File: src/rtl/multicycle_control_pkg.sv
// Shared definitions for the multicycle RISC-V control unit: FSM state
// encoding, the supported opcodes and the alu_op / pc_src select encodings.
// Optional feature macro used by the design: MEM_WAIT_EN.
package multicycle_control_pkg;

    typedef enum logic [2:0] {
        S_IDLE   = 3'd0,
        S_FETCH  = 3'd1,
        S_DECODE = 3'd2,
        S_EXEC   = 3'd3,
        S_MEM    = 3'd4,
        S_WB     = 3'd5,
        S_HALT   = 3'd6
    } state_t;

    localparam logic [6:0] OP_ALU_R     = 7'b0110011;
    localparam logic [6:0] OP_ALU_I     = 7'b0010011;
    localparam logic [6:0] OP_BRANCH_EQ = 7'b1100011;
    localparam logic [6:0] OP_JUMP      = 7'b1101111;
    localparam logic [6:0] OP_LOAD      = 7'b0000011;
    localparam logic [6:0] OP_STORE     = 7'b0100011;

    localparam logic [1:0] ALU_OP_ADD   = 2'b00;
    localparam logic [1:0] ALU_OP_SUB   = 2'b01;
    localparam logic [1:0] ALU_OP_RTYPE = 2'b10;

    localparam logic [1:0] PC_SRC_SEQ    = 2'b00;
    localparam logic [1:0] PC_SRC_BRANCH = 2'b01;
    localparam logic [1:0] PC_SRC_JUMP   = 2'b10;

    // True for the opcodes this controller knows how to sequence.
    function automatic logic is_legal_op(input logic [6:0] op);
        case (op)
            OP_ALU_R, OP_ALU_I, OP_BRANCH_EQ,
            OP_JUMP, OP_LOAD, OP_STORE: return 1'b1;
            default:                    return 1'b0;
        endcase
    endfunction

endpackage

File: src/rtl/multicycle_control_mem_wait_timer.sv
// Per-access memory wait counter. Counts consecutive cycles in which an
// access is outstanding without mem_ready, clears whenever no wait is in
// progress, and flags the cycle that is the TIMEOUT-th such wait cycle.
// Only instantiated when MEM_WAIT_EN is defined.
module mem_wait_timer #(
    parameter int TIMEOUT = 15
) (
    input  logic clk,
    input  logic arst_n,
    input  logic active,
    input  logic mem_ready,
    output logic expired
);

    localparam int CW = (TIMEOUT < 2) ? 1 : $clog2(TIMEOUT);
    localparam logic [CW-1:0] LAST = CW'(TIMEOUT - 1);

    logic [CW-1:0] cnt_q;
    logic          waiting;

    assign waiting = active && !mem_ready;
    assign expired = waiting && (cnt_q == LAST);

    // Count wait cycles of the current access; restart for every new access.
    always_ff @(posedge clk or negedge arst_n) begin
        if (!arst_n) begin
            cnt_q <= '0;
        end else if (!waiting || expired) begin
            cnt_q <= '0;
        end else begin
            cnt_q <= cnt_q + 1'b1;
        end
    end

endmodule

File: src/rtl/multicycle_control.sv
// Multicycle RISC-V control FSM: IDLE, FETCH, DECODE, EXEC, MEM, WB, HALT.
// Strobes are decoded from the current state and the opcode latched in
// DECODE. Define MEM_WAIT_EN to make FETCH/MEM wait on mem_ready with a
// MEM_TIMEOUT-cycle watchdog; without it every access takes one cycle.
module multicycle_control
    import multicycle_control_pkg::*;
#(
    parameter int MEM_TIMEOUT = 15
) (
    input  logic       clk,
    input  logic       arst_n,
    input  logic       enable,
    input  logic [6:0] opcode,
    input  logic       zero,
    input  logic       mem_ready,
    output logic       pc_write,
    output logic       ir_write,
    output logic       reg_write,
    output logic       mem_read,
    output logic       mem_write,
    output logic       mem_2_reg,
    output logic       alu_src,
    output logic [1:0] alu_op,
    output logic [1:0] pc_src,
    output logic       retire,
    output logic       illegal,
    output logic       timeout,
    output logic [2:0] state
);

    // Memory handshake: mem_read/mem_write is held high for the whole access
    // and the access completes on a cycle where mem_ready is sampled high;
    // the request stays stable until then and drops the cycle after.

    state_t     state_q, state_d;
    logic [6:0] opcode_q;
    logic       illegal_q;
    logic       illegal_set;
    logic       retire_now;
    logic       mem_done;
    logic       mem_expired;

`ifdef MEM_WAIT_EN
    logic mem_phase;
    logic timeout_q;

    assign mem_phase = (state_q == S_FETCH) || (state_q == S_MEM);
    assign mem_done  = mem_ready;

    mem_wait_timer #(
        .TIMEOUT (MEM_TIMEOUT)
    ) u_mem_wait_timer (
        .clk       (clk),
        .arst_n    (arst_n),
        .active    (mem_phase),
        .mem_ready (mem_ready),
        .expired   (mem_expired)
    );

    // Sticky timeout flag, set when an access exhausts its wait budget.
    always_ff @(posedge clk or negedge arst_n) begin
        if (!arst_n) begin
            timeout_q <= 1'b0;
        end else if (mem_expired) begin
            timeout_q <= 1'b1;
        end
    end

    assign timeout = timeout_q;
`else
    localparam int unused_mem_timeout = MEM_TIMEOUT;
    logic unused_mem_ready;

    assign unused_mem_ready = mem_ready;
    assign mem_done         = 1'b1;
    assign mem_expired      = 1'b0;
    assign timeout          = 1'b0;
`endif

    assign state   = state_q;
    assign illegal = illegal_q;

    // State register, opcode latch (in DECODE) and sticky illegal flag.
    always_ff @(posedge clk or negedge arst_n) begin
        if (!arst_n) begin
            state_q   <= S_IDLE;
            opcode_q  <= '0;
            illegal_q <= 1'b0;
        end else begin
            state_q <= state_d;
            if (state_q == S_DECODE) begin
                opcode_q <= opcode;
            end
            if (illegal_set) begin
                illegal_q <= 1'b1;
            end
        end
    end

    // Next-state and strobe decode; every instruction ends in a retire step.
    always_comb begin
        state_d     = state_q;
        pc_write    = 1'b0;
        ir_write    = 1'b0;
        reg_write   = 1'b0;
        mem_read    = 1'b0;
        mem_write   = 1'b0;
        mem_2_reg   = 1'b0;
        alu_src     = 1'b0;
        alu_op      = ALU_OP_ADD;
        pc_src      = PC_SRC_SEQ;
        retire      = 1'b0;
        retire_now  = 1'b0;
        illegal_set = 1'b0;

        case (state_q)
            S_IDLE: begin
                if (enable) begin
                    state_d = S_FETCH;
                end
            end

            S_FETCH: begin
                mem_read = 1'b1;
                if (mem_done) begin
                    ir_write = 1'b1;
                    pc_write = 1'b1;
                    pc_src   = PC_SRC_SEQ;
                    state_d  = S_DECODE;
                end else if (mem_expired) begin
                    state_d = S_HALT;
                end
            end

            S_DECODE: begin
                if (is_legal_op(opcode)) begin
                    state_d = S_EXEC;
                end else begin
                    illegal_set = 1'b1;
                    state_d     = S_HALT;
                end
            end

            S_EXEC: begin
                case (opcode_q)
                    OP_ALU_R: begin
                        alu_op  = ALU_OP_RTYPE;
                        alu_src = 1'b0;
                        state_d = S_WB;
                    end
                    OP_ALU_I: begin
                        alu_op  = ALU_OP_RTYPE;
                        alu_src = 1'b1;
                        state_d = S_WB;
                    end
                    OP_BRANCH_EQ: begin
                        alu_op     = ALU_OP_SUB;
                        alu_src    = 1'b0;
                        pc_src     = PC_SRC_BRANCH;
                        pc_write   = zero;
                        retire_now = 1'b1;
                    end
                    OP_JUMP: begin
                        alu_op     = ALU_OP_RTYPE;
                        alu_src    = 1'b0;
                        reg_write  = 1'b1;
                        pc_write   = 1'b1;
                        pc_src     = PC_SRC_JUMP;
                        retire_now = 1'b1;
                    end
                    OP_LOAD, OP_STORE: begin
                        alu_op  = ALU_OP_ADD;
                        alu_src = 1'b1;
                        state_d = S_MEM;
                    end
                    default: begin
                        // Not reachable: DECODE filters illegal opcodes.
                        state_d = S_HALT;
                    end
                endcase
            end

            S_MEM: begin
                if (opcode_q == OP_LOAD) begin
                    mem_read = 1'b1;
                end else begin
                    mem_write = 1'b1;
                end
                if (mem_done) begin
                    if (opcode_q == OP_LOAD) begin
                        state_d = S_WB;
                    end else begin
                        retire_now = 1'b1;
                    end
                end else if (mem_expired) begin
                    state_d = S_HALT;
                end
            end

            S_WB: begin
                reg_write  = 1'b1;
                mem_2_reg  = (opcode_q == OP_LOAD);
                retire_now = 1'b1;
            end

            S_HALT: begin
                state_d = S_HALT;
            end

            default: begin
                state_d = S_IDLE;
            end
        endcase

        // Enable is only consulted here, so dropping it never aborts an
        // instruction in flight.
        if (retire_now) begin
            retire  = 1'b1;
            state_d = enable ? S_FETCH : S_IDLE;
        end
    end

endmodule

File: config.mk
export PLATFORM = sky130hd
export DESIGN_NAME = multicycle_control
export DESIGN_NICKNAME = d
export VERILOG_FILES = /design/src/rtl/multicycle_control_pkg.sv /design/src/rtl/multicycle_control_mem_wait_timer.sv /design/src/rtl/multicycle_control.sv
export SDC_FILE = /design/constraint.sdc
export NUM_CORES = 1
export LEC_CHECK = 0
export BUFFER_PORTS_ARGS = -buffer_cell sky130_fd_sc_hd__buf_4
export CAP_MARGIN = 20
export CORE_MARGIN = 5
export CORE_UTILIZATION = 47
export CTS_CLUSTER_DIAMETER = 30
export DETAILED_ROUTE_END_ITERATION = 16
export GPL_ROUTABILITY_DRIVEN = 0
export GPL_TIMING_DRIVEN = 0
export PLACE_DENSITY = 0.85
export SYNTH_ARGS = -nofsm -noshare
export SYNTH_HDL_FRONTEND = slang
export SYNTH_HIERARCHICAL = 1
export SYNTH_SLANG_ARGS = --single-unit
File: constraint.sdc
create_clock -name clk -period 2 [get_ports clk]
set_input_delay 0.4 -clock clk [delete_from_list [all_inputs] [get_ports clk]]
set_output_delay 0.4 -clock clk [all_outputs]
set_load 0.02 [all_outputs]
==> impl_results.md <==
* Sequential-to-total area share from yosys stat at 0.365
* 1st-pass router iterations at 4
* Async S/R FF share, synth at 1.00
* Port bufs at 26
* Netlist area before placement at 753 sq um
* Measured slew at the worst slew-check pin at a little under 0.7 ns
* Ratio of final minimum period to clock period at 1.14
* Critical path arrival at 1.87 ns
* Max Cap Viol at 0
* Final WL at 2.81 mm
* Post-layout util at 0.846
* TritonCTS Buffers at 3
* Failing checks: negative setup slack
* Clock Skew at 0.00620 ns
* # setup viols final at 12
* Hold Path Class: input pin to flop
* Initial core utilization at 0.500
* Netlist cell types at 36
* Die area at around 2500 sq um
* DP Cell Count at 123
* Worst R2R Setup Slack at -0.13 ns
* Leak at between 0.0006 and 0.0007 uW
* RSZ-0062 raised after global routing: yes
* Worst path required time at around 1.6 ns
* CTS sink count at 11
* Max_slew headroom at 0.531
* DPL Wire Length at between 1 and 1.5 mm
* Htree depth at 1
* Main synth FF type: dfrtp_1
* CTS Root Buffer Type: clkbuf_4
* Crit Reg-Reg Endpoint: state[0]
* Worst-Skew Late Latency at 0.26 ns
* Worst vdd ir at 0.945 mV
* Setup CP Type: flop to output port
* Clock buffer depth at 2
* Crit path launch: opcode_q[3]
* Power share of the sequential group at 0.234
* TNS Setup at -1.60 ns
* End of the critical path: retire
* Pin count of the biggest net entering global routing at 12
* Gate power share at 0.690
* FF-to-FF Start: opcode_q[3]
* CP Capture Type: output port
* Num ports at 29
* Vias in the first global route at around 900
* Final ANT Viol Nets at 0
* Synth warn at 6
* DRC violations left at 0
* Status: finished, violations left
* Mapped Nets at 93
* F_max at 440 MHz
* Clk pin slew, worst setup/hold paths at approximately 0.070 ns
* Most frequent cells in the layout: 37 x buf_4, 13 x buf_6, 8 x dfrtp_1
* Critical path peak fanout at 4
* Pwr per Cell Area at 1520 nW/um^2
* Avg Cell Area, Syn at 9.30 sq um
* Commonest non-fill, non-tap cell in the layout: buf_4
* Final Critical Period at 2.27 ns
* Endpoints failing hold at 0
* Nets at about 140
* Layout cells sized above 1 at 0.649
* Initial antenna violation count at 0
* Setup ws final at -0.273 ns
* Core area at 1510 sq um
* Max Slew Vio Count at 0
* Ant. Diodes at 0
* Pint at 1100 uW
* Vias per cell at 6.16
* Clk network pwr share at 0.076
* Std-Cell Rows at 14
* Area Growth Syn to Fin at 69.1%
* GRT overflow at 0
* Global-route usage over all layers at 0.209
* Hold Slack at between 0.3 and 0.4 ns
* NetSw at 841 uW
* Via count at 905
* Initial drt markers at 37
* Post-Place Cell Area at 972 sq um
* Critical Path Source Type: flop
* Cells after Synth at 81
* First-pass GRT wire length at between 4 and 5 mm
* #FFs+latches synth at 11
* Fin area at ~1300 sq um
* Die width at 50.0 um
* CTS tree: yes
* Die Y at 50.0 um
* Post-synth EDFFs at 0
* R2r worst-path depth at 13
* Post-Layout Cell Count at 147
* Drt wl/cell at 19.1 um
* Switching Fraction at 0.433
==> cells in the mapped netlist (3+ instances only) <==
| library cell | count | share of area |
|---|---|---|
| a21oi_1 | 4 | 0.027 |
| buf_4 | 4 | 0.040 |
| dfrtp_1 | 11 | 0.37 |
| inv_1 | 3 | 0.015 |
| mux2_2 | 7 | 0.10 |
| nand2_1 | 8 | 0.040 |
| nand2b_1 | 3 | 0.025 |
| nor2_1 | 4 | 0.020 |
| nor4_1 | 3 | 0.025 |
==> sequential cells by signal (all words and copies together), names as in the netlist <==
register	cells
opcode_q	7
illegal	1
state	3
==> final cells by class <==
| class | count | area (sq um) |
|---|---|---|
| Tap cell | 16 | 20.0 |
| Fill cell | 74 | 233 |
| Inverter | 3 | 11.3 |
| Clock buffer | 4 | 26.3 |
| Multi-Input combinational cell | 61 | 498 |
| Buffer | 4 | 31.3 |
| Timing Repair Buffer | 48 | 408 |
| Sequential cell | 11 | 279 |
==> worst min-delay path by stage <==
| stage | start | endpoint | slack [ns] | depth (start not counted) |
|---|---|---|---|---|
| global placement | arst_n | opcode_q[6] | 0.24 | 1 |
| finish | opcode[5] | opcode_q[5] | 0.38 | 2 |
| detailed placement | arst_n | opcode_q[3] | 0.24 | 1 |
| global route | opcode[5] | opcode_q[5] | 0.37 | 2 |
| CTS | opcode[1] | opcode_q[1] | 0.37 | 2 |
| floorplan | arst_n | illegal | 0.10 | 0 |
==> critical path: stages (launching register included) <==
cell,delay [ns]
dfrtp_1,0.39
or4_4,0.55
nor3_4,0.19
nor2_1,0.08
o21ai_1,0.17
inv_1,0.08
buf_6,0.13
==> cells by family after synthesis <==
family                    Yosys count  share of synthesized area
xor gates and xnor gates            1                     0.0116
muxes                               7                      0.105
other                               1                    0.00498
buffers and inverters               9                     0.0764
AOI/OAI and AO/OA                  18                      0.168
and+or+nand+nor                    34                      0.269
DFF                                11                      0.365
==> what timing repair did <==
item | 4_1_cts | 5_1_grt
gates resized for setup | 5 | 27
hold buffers | 1 | 0
setup buffers | 12 | 10
endpoints found under the hold margin | 11 | 0
endpoints found under the setup margin | 10 | 12
pin swaps | 7 | 10
==> layer usage <==
metal | GRT usage | wire length (um) | vias up
met2 | 0.341 | 1350 | 71
met3 | 0.0602 | 230 | 20
met5 | 0 | 0 | -
met1 | 0.213 | 1060 | 420
li1 | - | - | 394
met4 | 0.175 | 168 | 0
==> power groups by stage <==
stage	registers, uW	logic [uW]	clock network (uW)
after global placement	420	834	0
final	454	1340	147
after detailed placement	433	871	0
after global routing	459	1430	165
after CTS	435	1010	154
after floorplan	442	597	0
==> stage by stage <==
| stage | total power (uW) | setup slack (ns) |
|---|---|---|
| detailed placement | 1300 | -0.100 |
| global route | 2060 | -0.332 |
| finish | 1940 | -0.273 |
| CTS | 1600 | -0.350 |
| global placement | 1250 | -0.0957 |
| floorplan | 1040 | 0.00646 |
Note: power is estimated with default switching activity, not from simulation.
